$ cat src/rtl/txuart.sv
// txuart: 8N1 LSB-first UART transmitter with valid/ready input and a one-byte holding register
module txuart #(
    parameter int CLKS_PERBAUD = 50_000_000 / 19200
) (
    input  logic       i_clk,
    input  logic       i_reset,
    input  logic [7:0] i_tx_byte,
    input  logic       i_tx_valid,
    output logic       o_tx_ready,
    output logic       o_uart_tx,
    output logic       o_tx_busy,
    output logic       o_tx_done
);
    typedef enum logic [1:0] {IDLE, START, DATA_BITS, STOP_BIT} state_t;
    localparam logic [31:0] LAST = 32'(CLKS_PERBAUD - 1);
    state_t      state_q, state_d;
    logic [31:0] count_q, count_d;
    logic [2:0]  idx_q, idx_d;
    logic [7:0]  shift_q, shift_d, hold_q, hold_d;
    logic        hold_full_q, hold_full_d, tx_q, tx_d, busy_q, done_q, done_d;
    logic        accept, last, take_next;
    assign accept     = i_tx_valid & ~hold_full_q;
    assign last       = count_q == LAST;
    assign o_tx_ready = ~hold_full_q;
    assign o_uart_tx  = tx_q;
    assign o_tx_busy  = busy_q;
    assign o_tx_done  = done_q;
    // Bit timing, next-byte selection (holding first, then input) and the registered line level
    always_comb begin
        state_d     = state_q;
        count_d     = count_q;
        idx_d       = idx_q;
        shift_d     = shift_q;
        hold_d      = hold_q;
        hold_full_d = hold_full_q;
        done_d      = 1'b0;
        take_next   = 1'b0;
        case (state_q)
            IDLE: begin
                count_d   = '0;
                take_next = 1'b1;
            end
            START: begin
                count_d = last ? '0 : count_q + 32'd1;
                idx_d   = last ? 3'd0 : idx_q;
                state_d = last ? DATA_BITS : START;
            end
            DATA_BITS: begin
                count_d = last ? '0 : count_q + 32'd1;
                idx_d   = (last && idx_q != 3'd7) ? idx_q + 3'd1 : idx_q;
                state_d = (last && idx_q == 3'd7) ? STOP_BIT : DATA_BITS;
            end
            STOP_BIT: begin
                count_d   = last ? '0 : count_q + 32'd1;
                done_d    = last;
                take_next = last;
                state_d   = last ? IDLE : STOP_BIT;
            end
            default: begin
                state_d = IDLE;
                count_d = '0;
            end
        endcase
        if (take_next && hold_full_q) begin
            shift_d     = hold_q;
            hold_full_d = 1'b0;
            state_d     = START;
        end else if (take_next && accept) begin
            shift_d = i_tx_byte;
            state_d = START;
        end else if (accept) begin
            hold_d      = i_tx_byte;
            hold_full_d = 1'b1;
        end
        tx_d = (state_d == START) ? 1'b0 : (state_d == DATA_BITS) ? shift_d[idx_d] : 1'b1;
    end
    // State and output registers; reset wins over any handshake on the same edge
    always_ff @(posedge i_clk) begin
        if (i_reset) begin
            state_q     <= IDLE;
            count_q     <= '0;
            idx_q       <= '0;
            shift_q     <= '0;
            hold_q      <= '0;
            hold_full_q <= 1'b0;
            tx_q        <= 1'b1;
            busy_q      <= 1'b0;
            done_q      <= 1'b0;
        end else begin
            state_q     <= state_d;
            count_q     <= count_d;
            idx_q       <= idx_d;
            shift_q     <= shift_d;
            hold_q      <= hold_d;
            hold_full_q <= hold_full_d;
            tx_q        <= tx_d;
            busy_q      <= state_d != IDLE;
            done_q      <= done_d;
        end
    end
endmodule

$ cat config.mk
export PLATFORM = sky130hd
export DESIGN_NAME = txuart
export DESIGN_NICKNAME = d
export VERILOG_FILES = /design/src/rtl/txuart.sv
export SDC_FILE = /design/constraint.sdc
export NUM_CORES = 1
export LEC_CHECK = 0
export CORE_ASPECT_RATIO = 1.75
export CORE_MARGIN = 2
export CORE_UTILIZATION = 54
export DETAILED_ROUTE_END_ITERATION = 16
export PLACE_DENSITY = 0.76
export SLEW_MARGIN = 20
export SYNTH_ARGS = -nofsm -noshare
export SYNTH_HDL_FRONTEND = slang
export SYNTH_SLANG_ARGS = --single-unit
$ cat constraint.sdc
create_clock -name i_clk -period 2.5 [get_ports i_clk]
set_input_delay 0.5 -clock i_clk [delete_from_list [all_inputs] [get_ports i_clk]]
set_output_delay 0.5 -clock i_clk [all_outputs]
set_load 0.01 [all_outputs]
==> results.sh <==
export IMPL_clkLatencyLatePin_ps=340
export IMPL_maxCapViolations=0
export IMPL_worstPathRequired_ps=2720
export IMPL_syn_inst=316
export IMPL_routed_wl_um=6877
export IMPL_critPathTopFamily="simple AND/OR/NAND/NOR gates"
export IMPL_cp_cell_sequence="inv_1 > ha_4 > nand2_1 > nor4_4 > and2_1 > nor2_2 > buf_4 > mux2i_4 > a221oi_2 > o221ai_2"
export IMPL_root_buffer="clkbuf_8"
export IMPL_grt_use_met2_pct=45.14
export IMPL_worstPathMaxFanout=8
export IMPL_relSlewSlack_pct=72.47
export IMPL_worst_path_buf_inv=2
export IMPL_clk_pin_slew_ps=70
export IMPL_drtPass1Iterations=4
export IMPL_fin_area_um2=3625
export IMPL_fp_dieW_um=59.40
export IMPL_tightest_slew_ps=407.8
export IMPL_cts_buffer_depth=2
export IMPL_crit_path_start_kind="flop"
export IMPL_wl_per_cell_um=16.30
export IMPL_ys_seq_area_share_pct=39.34
export IMPL_pre_cts_slack_ps=11.42
export IMPL_drt_iter0_drc=98
export IMPL_r2r_end="o_uart_tx"
export IMPL_vias=2508
export IMPL_slew_viol_final=0
export IMPL_vias_per_cell=5.943
export IMPL_fin_nets=382
export IMPL_syn_num_nets=334
export IMPL_reg2reg_depth=10
export IMPL_grtUsageTotal_pct=24.74
export IMPL_gp_congestion=0.8770
export IMPL_drc=0
export IMPL_diodes=0
export IMPL_crit_arrival_ps=2630
export IMPL_skew_ps=11.43
export IMPL_crit_type="reg2reg"
export IMPL_die_area_um2=5996
export IMPL_end_kind="flop"
export IMPL_grt_pass1_vias=2505
export IMPL_grt_max_degree=33
export IMPL_coreArea_um2=5211
export IMPL_holdWs_ps=504.9
export IMPL_layout_drive_gt1_share_pct=24.80
export IMPL_dpl_instance_area_um2=3293
export IMPL_ctsHoldBuffers=0
export IMPL_antenna_left=0
export IMPL_die_h_um=101.0
export IMPL_overflow=0
export IMPL_synth_area_um2=2900
export IMPL_crit_end="o_uart_tx"
export IMPL_cp_depth=10
export IMPL_synth_seq_cells=57
export IMPL_antenna_found_initial=0
export IMPL_cts_tree="built"
export IMPL_fin_crit_sh_pct=96.22
export IMPL_avgSynthCellArea_um2=9.178
export IMPL_hold_violations=0
export IMPL_ios=15
export IMPL_finalCriticalPeriod_ps=2406
export IMPL_fin_total_pwr_uw=3441
export IMPL_final_cells=422
export IMPL_place_port_buffers=14
export IMPL_start_util_pct=55.65
export IMPL_ir_worst_vdd_mv=0.6741
export IMPL_setup_violations=0
export IMPL_place_hpwl_um=4871
export IMPL_grt_pass1_wl_um=11280
export IMPL_worstReg2RegStart="state_q[1]"
export IMPL_cpMaxStageDelayCell="dfxtp_1"
export IMPL_pwr_density_cell_nw_per_um2=949.3
export IMPL_fp_row_count=35
export IMPL_cts_htree_levels=3
export IMPL_layout_setup_ws_ps=94.44
export IMPL_grtUsageMet3_pct=5.135
export IMPL_timing_fmax_mhz=415.7
export IMPL_cts_inserted_buffers=9
export IMPL_yosysUniqueCellTypes=58
export IMPL_critPathLaunch="state_q[1]"
export IMPL_met1_usage_pct=24.80
export IMPL_grt_busiest_layer="met2"
export IMPL_ys_warn_count=0
export IMPL_cellLeakagePower_uw=0.001327
export IMPL_placed_cells=403
export IMPL_syn_to_final_growth_pct=24.98
export IMPL_rsz0062_at_grt="true"
export IMPL_status="complete, no violations"
export IMPL_crit_path_max_incr_delay_ps=360
export IMPL_r2r_setup_slack_ps=90
export IMPL_clock_sinks=57
export IMPL_hold_path_class="reg2reg"
[synthesized netlist by cell type (all sizes together)]
library cell	n	share of area, %
nand3	13	2.2
o221ai	7	2.5
a211oi	3	0.78
and2	3	0.65
nand2	16	2.1
a22oi	3	0.78
ha	7	3.0
nand3b	1	0.26
a31oi	6	1.8
o311ai	3	1.2
nand2b	3	0.65
clkbuf	9	1.2
nor4	11	4.7
or2	1	0.22
nor2	64	8.6
o21ai	6	1.0
o22ai	4	0.86
o22a	1	0.35
xnor2	10	3.0
o211ai	2	0.69
nor3	7	1.2
and4bb	2	0.86
or3	5	1.1
mux2	1	0.39
o31ai	2	0.69
nor2b	1	0.22
dfxtp	57	39
a21oi	6	1.0
a221oi	1	0.52
a22o	1	0.30
mux2i	11	3.8
o41ai	1	0.95
and3	4	0.86
nor3b	2	0.52
o32ai	1	0.30
o311a	1	0.35
inv	9	1.2
xor2	16	4.8
nor4b	1	0.52
nand4	7	2.5
and4	4	1.3
buf	3	0.69
[timing repair]
item	4_1_cts	5_1_grt
endpoints found under the setup margin	1	3
cloned	0	0
buffers inserted	1	4
hold endpoints to repair	0	0
gates resized for setup	2	24
pin swaps	2	13
[worst min path at each step]
stage                  endpoint  cells after the start  slack (ps)         from
floorplan            count_q[0]                      1         430   count_q[0]
CTS                 count_q[31]                      2         510  count_q[31]
global placement    count_q[31]                      2         470  count_q[31]
global route          hold_q[7]                      2         530    hold_q[7]
finish               count_q[0]                      2         500   count_q[0]
detailed placement  count_q[31]                      2         490  count_q[31]
[cell usage in the layout, fill, tap and decap left out, types with 2 or more instances in the layout]
cell type        instances
nor2_1                  62
dfxtp_1                 51
buf_4                   33
xor2_1                  16
nand2_1                 16
clkdlybuf4s50_1         14
nand3_1                 13
xnor2_1                 10
clkbuf_8                10
mux2i_1                  9
inv_1                    8
nor3_1                   6
dfxtp_2                  6
nor4_4                   5
or3_1                    5
nand4_1                  5
a21oi_1                  5
ha_1                     5
o22ai_1                  4
o221ai_1                 4
a31oi_1                  4
nor4_1                   4
and3_1                   4
o21ai_0                  4
nand2b_1                 3
and2_1                   3
and4_1                   3
a22oi_1                  3
o221ai_2                 3
clkinv_2                 3
nand4_4                  2
a211oi_1                 2
o21ai_1                  2
nor3b_1                  2
nor4_2                   2
[stage by stage]
step,setup TNS (ps),util [%]
finish,0,69.56
floorplan,0,-
global route,-64.58,69.56
detailed placement,0,63.19
global placement,0,63.19
CTS,0,66.96
[flip-flops by register name, summed over array words and instances, names as in the netlist]
signal	cells
hold_q	8
o_tx_busy	1
state_q	2
o_uart_tx	1
shift_q	8
o_tx_done	1
count_q	32
idx_q	3
hold_full_q	1
[area by class of cell]
cell class              instances  area [µm²]
repair buffers                 49       419.2
clock buffers                  10       137.6
fillers                       401        1587
inverters                       9       33.78
flip-flops and latches         57        1149
clock inverters                 4       45.04
well taps                      55       68.82
multi-input cells             238        1772
[tightest hold or removal path, delay by kind of cell (launching register included)]
| family | cells | cell delay, ps |
|---|---|---|
| flops | 1 | 330 |
| buf+inv | 1 | 110 |
| simple gates | 1 | 40 |
[metal layers]
metal | vias up | part of all wire, %
li1 | 1232 | -
met1 | 1206 | 37
met2 | 50 | 56
met3 | 20 | 3.1
met4 | 0 | 3.5
met5 | - | 0
[cell families (layout without fill, tap and decap cells)]
logic type | count (synthesis) | after routing | synth area share (%)
XOR/XNOR | 26 | 26 | 7.851
buffers and inverters | 21 | 72 | 3.019
AND/OR/NAND/NOR | 145 | 145 | 28.43
AO/OA/AOI/OAI | 48 | 48 | 14.15
multiplexers | 12 | 12 | 4.185
flip-flops | 57 | 57 | 39.34
adder cells (fa/ha/maj) | 7 | 7 | 3.020
[where the power goes]
| group | switching [µW] | internal (µW) | total (µW) |
|---|---|---|---|
| clock | 359 | 471 | 829 |
| combinational | 809 | 701 | 1510 |
| sequential | 72.8 | 1030 | 1100 |
No activity file was read; power rests on OpenSTA's default activity.
==> patch (same settings) <==
Re-encode `state_t` (4 states) as one-hot, 4 bits wide.
--- a/src/rtl/txuart.sv
+++ b/src/rtl/txuart.sv
@@ -13,3 +13,3 @@
 );
-    typedef enum logic [1:0] {IDLE, START, DATA_BITS, STOP_BIT} state_t;
+    typedef enum logic [3:0] {IDLE = 4'b0001, START = 4'b0010, DATA_BITS = 4'b0100, STOP_BIT = 4'b1000} state_t;
     localparam logic [31:0] LAST = 32'(CLKS_PERBAUD - 1);
Check against the original RTL: same outputs for any inputs over 10 cycles, from zero or initial values and one cycle with i_reset high; not proved beyond that.
==> patch against the unedited design <==
- synthesized area rose by 4.1%
- sequential cell count rose by 2
- die area up 3.9%
- cell count is 8.1% higher
- synthesized cell count up 5.7%
- worst setup slack got worse by 0.0098 ns
- wire length down 6.2%
- cell area rose by 0.79%
- clock skew fell by 0.0056 ns
Power is not compared: it rests on default switching activity, and its combinational part moved more than twofold at a synthesized area within 25%.
==> patch: results (changes against the unedited design) <==
Global Route met1 Usage=0.229 (-0.0190); worst vdd ir=between 0.3 and 0.4 mV; register share of the cell area=0.324 (+0.00744); vias in the first global route=2593 (+3.5%); post-DP HPWL=4.77 mm (-2.0%); CP arrival=2.64 ns (about the same); leak pwr=between 1 and 1.5 nW; dpl cell area=3450 sq um (+4.8%); Signal buf overhead=0.113 (-0.00262); GPL Wtd Cong=0.850 (-3.1%); met3 wire length=252 um (+17%); first-pass GRT wire length=11.1 mm (-1.9%); postcts setup bufs=0 (-1); met2 Use GR=0.434 (-0.0174); inverter count=18 (+9); max_slew headroom=0.735 (+0.0101); PostCTS Resize Cnt=1 (-1); DR WL/cell=14.1 um (-13%); min-delay src=hold_q[6]; Multi-input gate area=1720 sq um (-2.9%); hold worst-path end=hold_q[6]; met2 wire length=3.48 mm (-9.9%); violation count after the first detailed-route iteration=142 (+45%); Non-clock buffers=47 (-4.1%); sequential fraction of the synthesis area=0.391 (-0.00223); GRT Overall Usage=0.239 (-0.00830); synth top area cells=dfxtp_1 39%, nor2_1 9.0%, xor2_1 5.5%; layout cells sized above 1=0.189 (-0.0585); biggest regs=count_q (32), hold_q (8), shift_q (8); crit path launch=count_q[27]; DRT Pass-1 Iters=5 (+1); Crit-path slowest cell=nor4_4; Final Net Count=389 (+1.8%); clk_skew=0.00583 ns (-0.00560 ns); worst-path maximum fanout=13 (+5); top cells by count, synth=72 x nor2_1, 59 x dfxtp_1, 19 x xor2_1; outcome=finished clean; Multi-Input Combinational=240 (+0.84%); ClkCell Share=0.0473 (-0.00314); syn_nets=348 (+4.2%); M1 WL=2.46 mm (-3.7%); # clk buffers=14 (+4); CP max stage delay=0.38 ns (+0.02 ns); Worst Hold Class=register to register
-- patch: stage by stage --
stage	cells	power (mW)	util	hold slack, ns	setup slack, ns
2_1_floorplan	334	1.16	-	0.451	0.0289
3_3_place_gp	439	1.23	0.628	0.477	0.0355
3_5_place_dp	439	1.24	0.628	0.485	-0.0143
4_1_cts	455	2.01	0.661	0.500	0.0501
5_1_grt	456	2.08	0.665	0.518	0.00457
6_report	456	1.99	0.665	0.495	0.0846
-- patch: cell families (layout without fill, tap and decap cells) --
family / count (synthesis) / in the layout / share of synthesized area
flip-flops: 59 / 59 / 0.391
AND/OR/NAND/NOR: 157 / 157 / 0.304
buffers and inverters: 35 / 81 / 0.0493
XOR/XNOR: 31 / 31 / 0.0899
adder cells (fa/ha/maj): 3 / 3 / 0.0124
multiplexers: 10 / 10 / 0.0352
AO/OA/AOI/OAI: 39 / 39 / 0.118
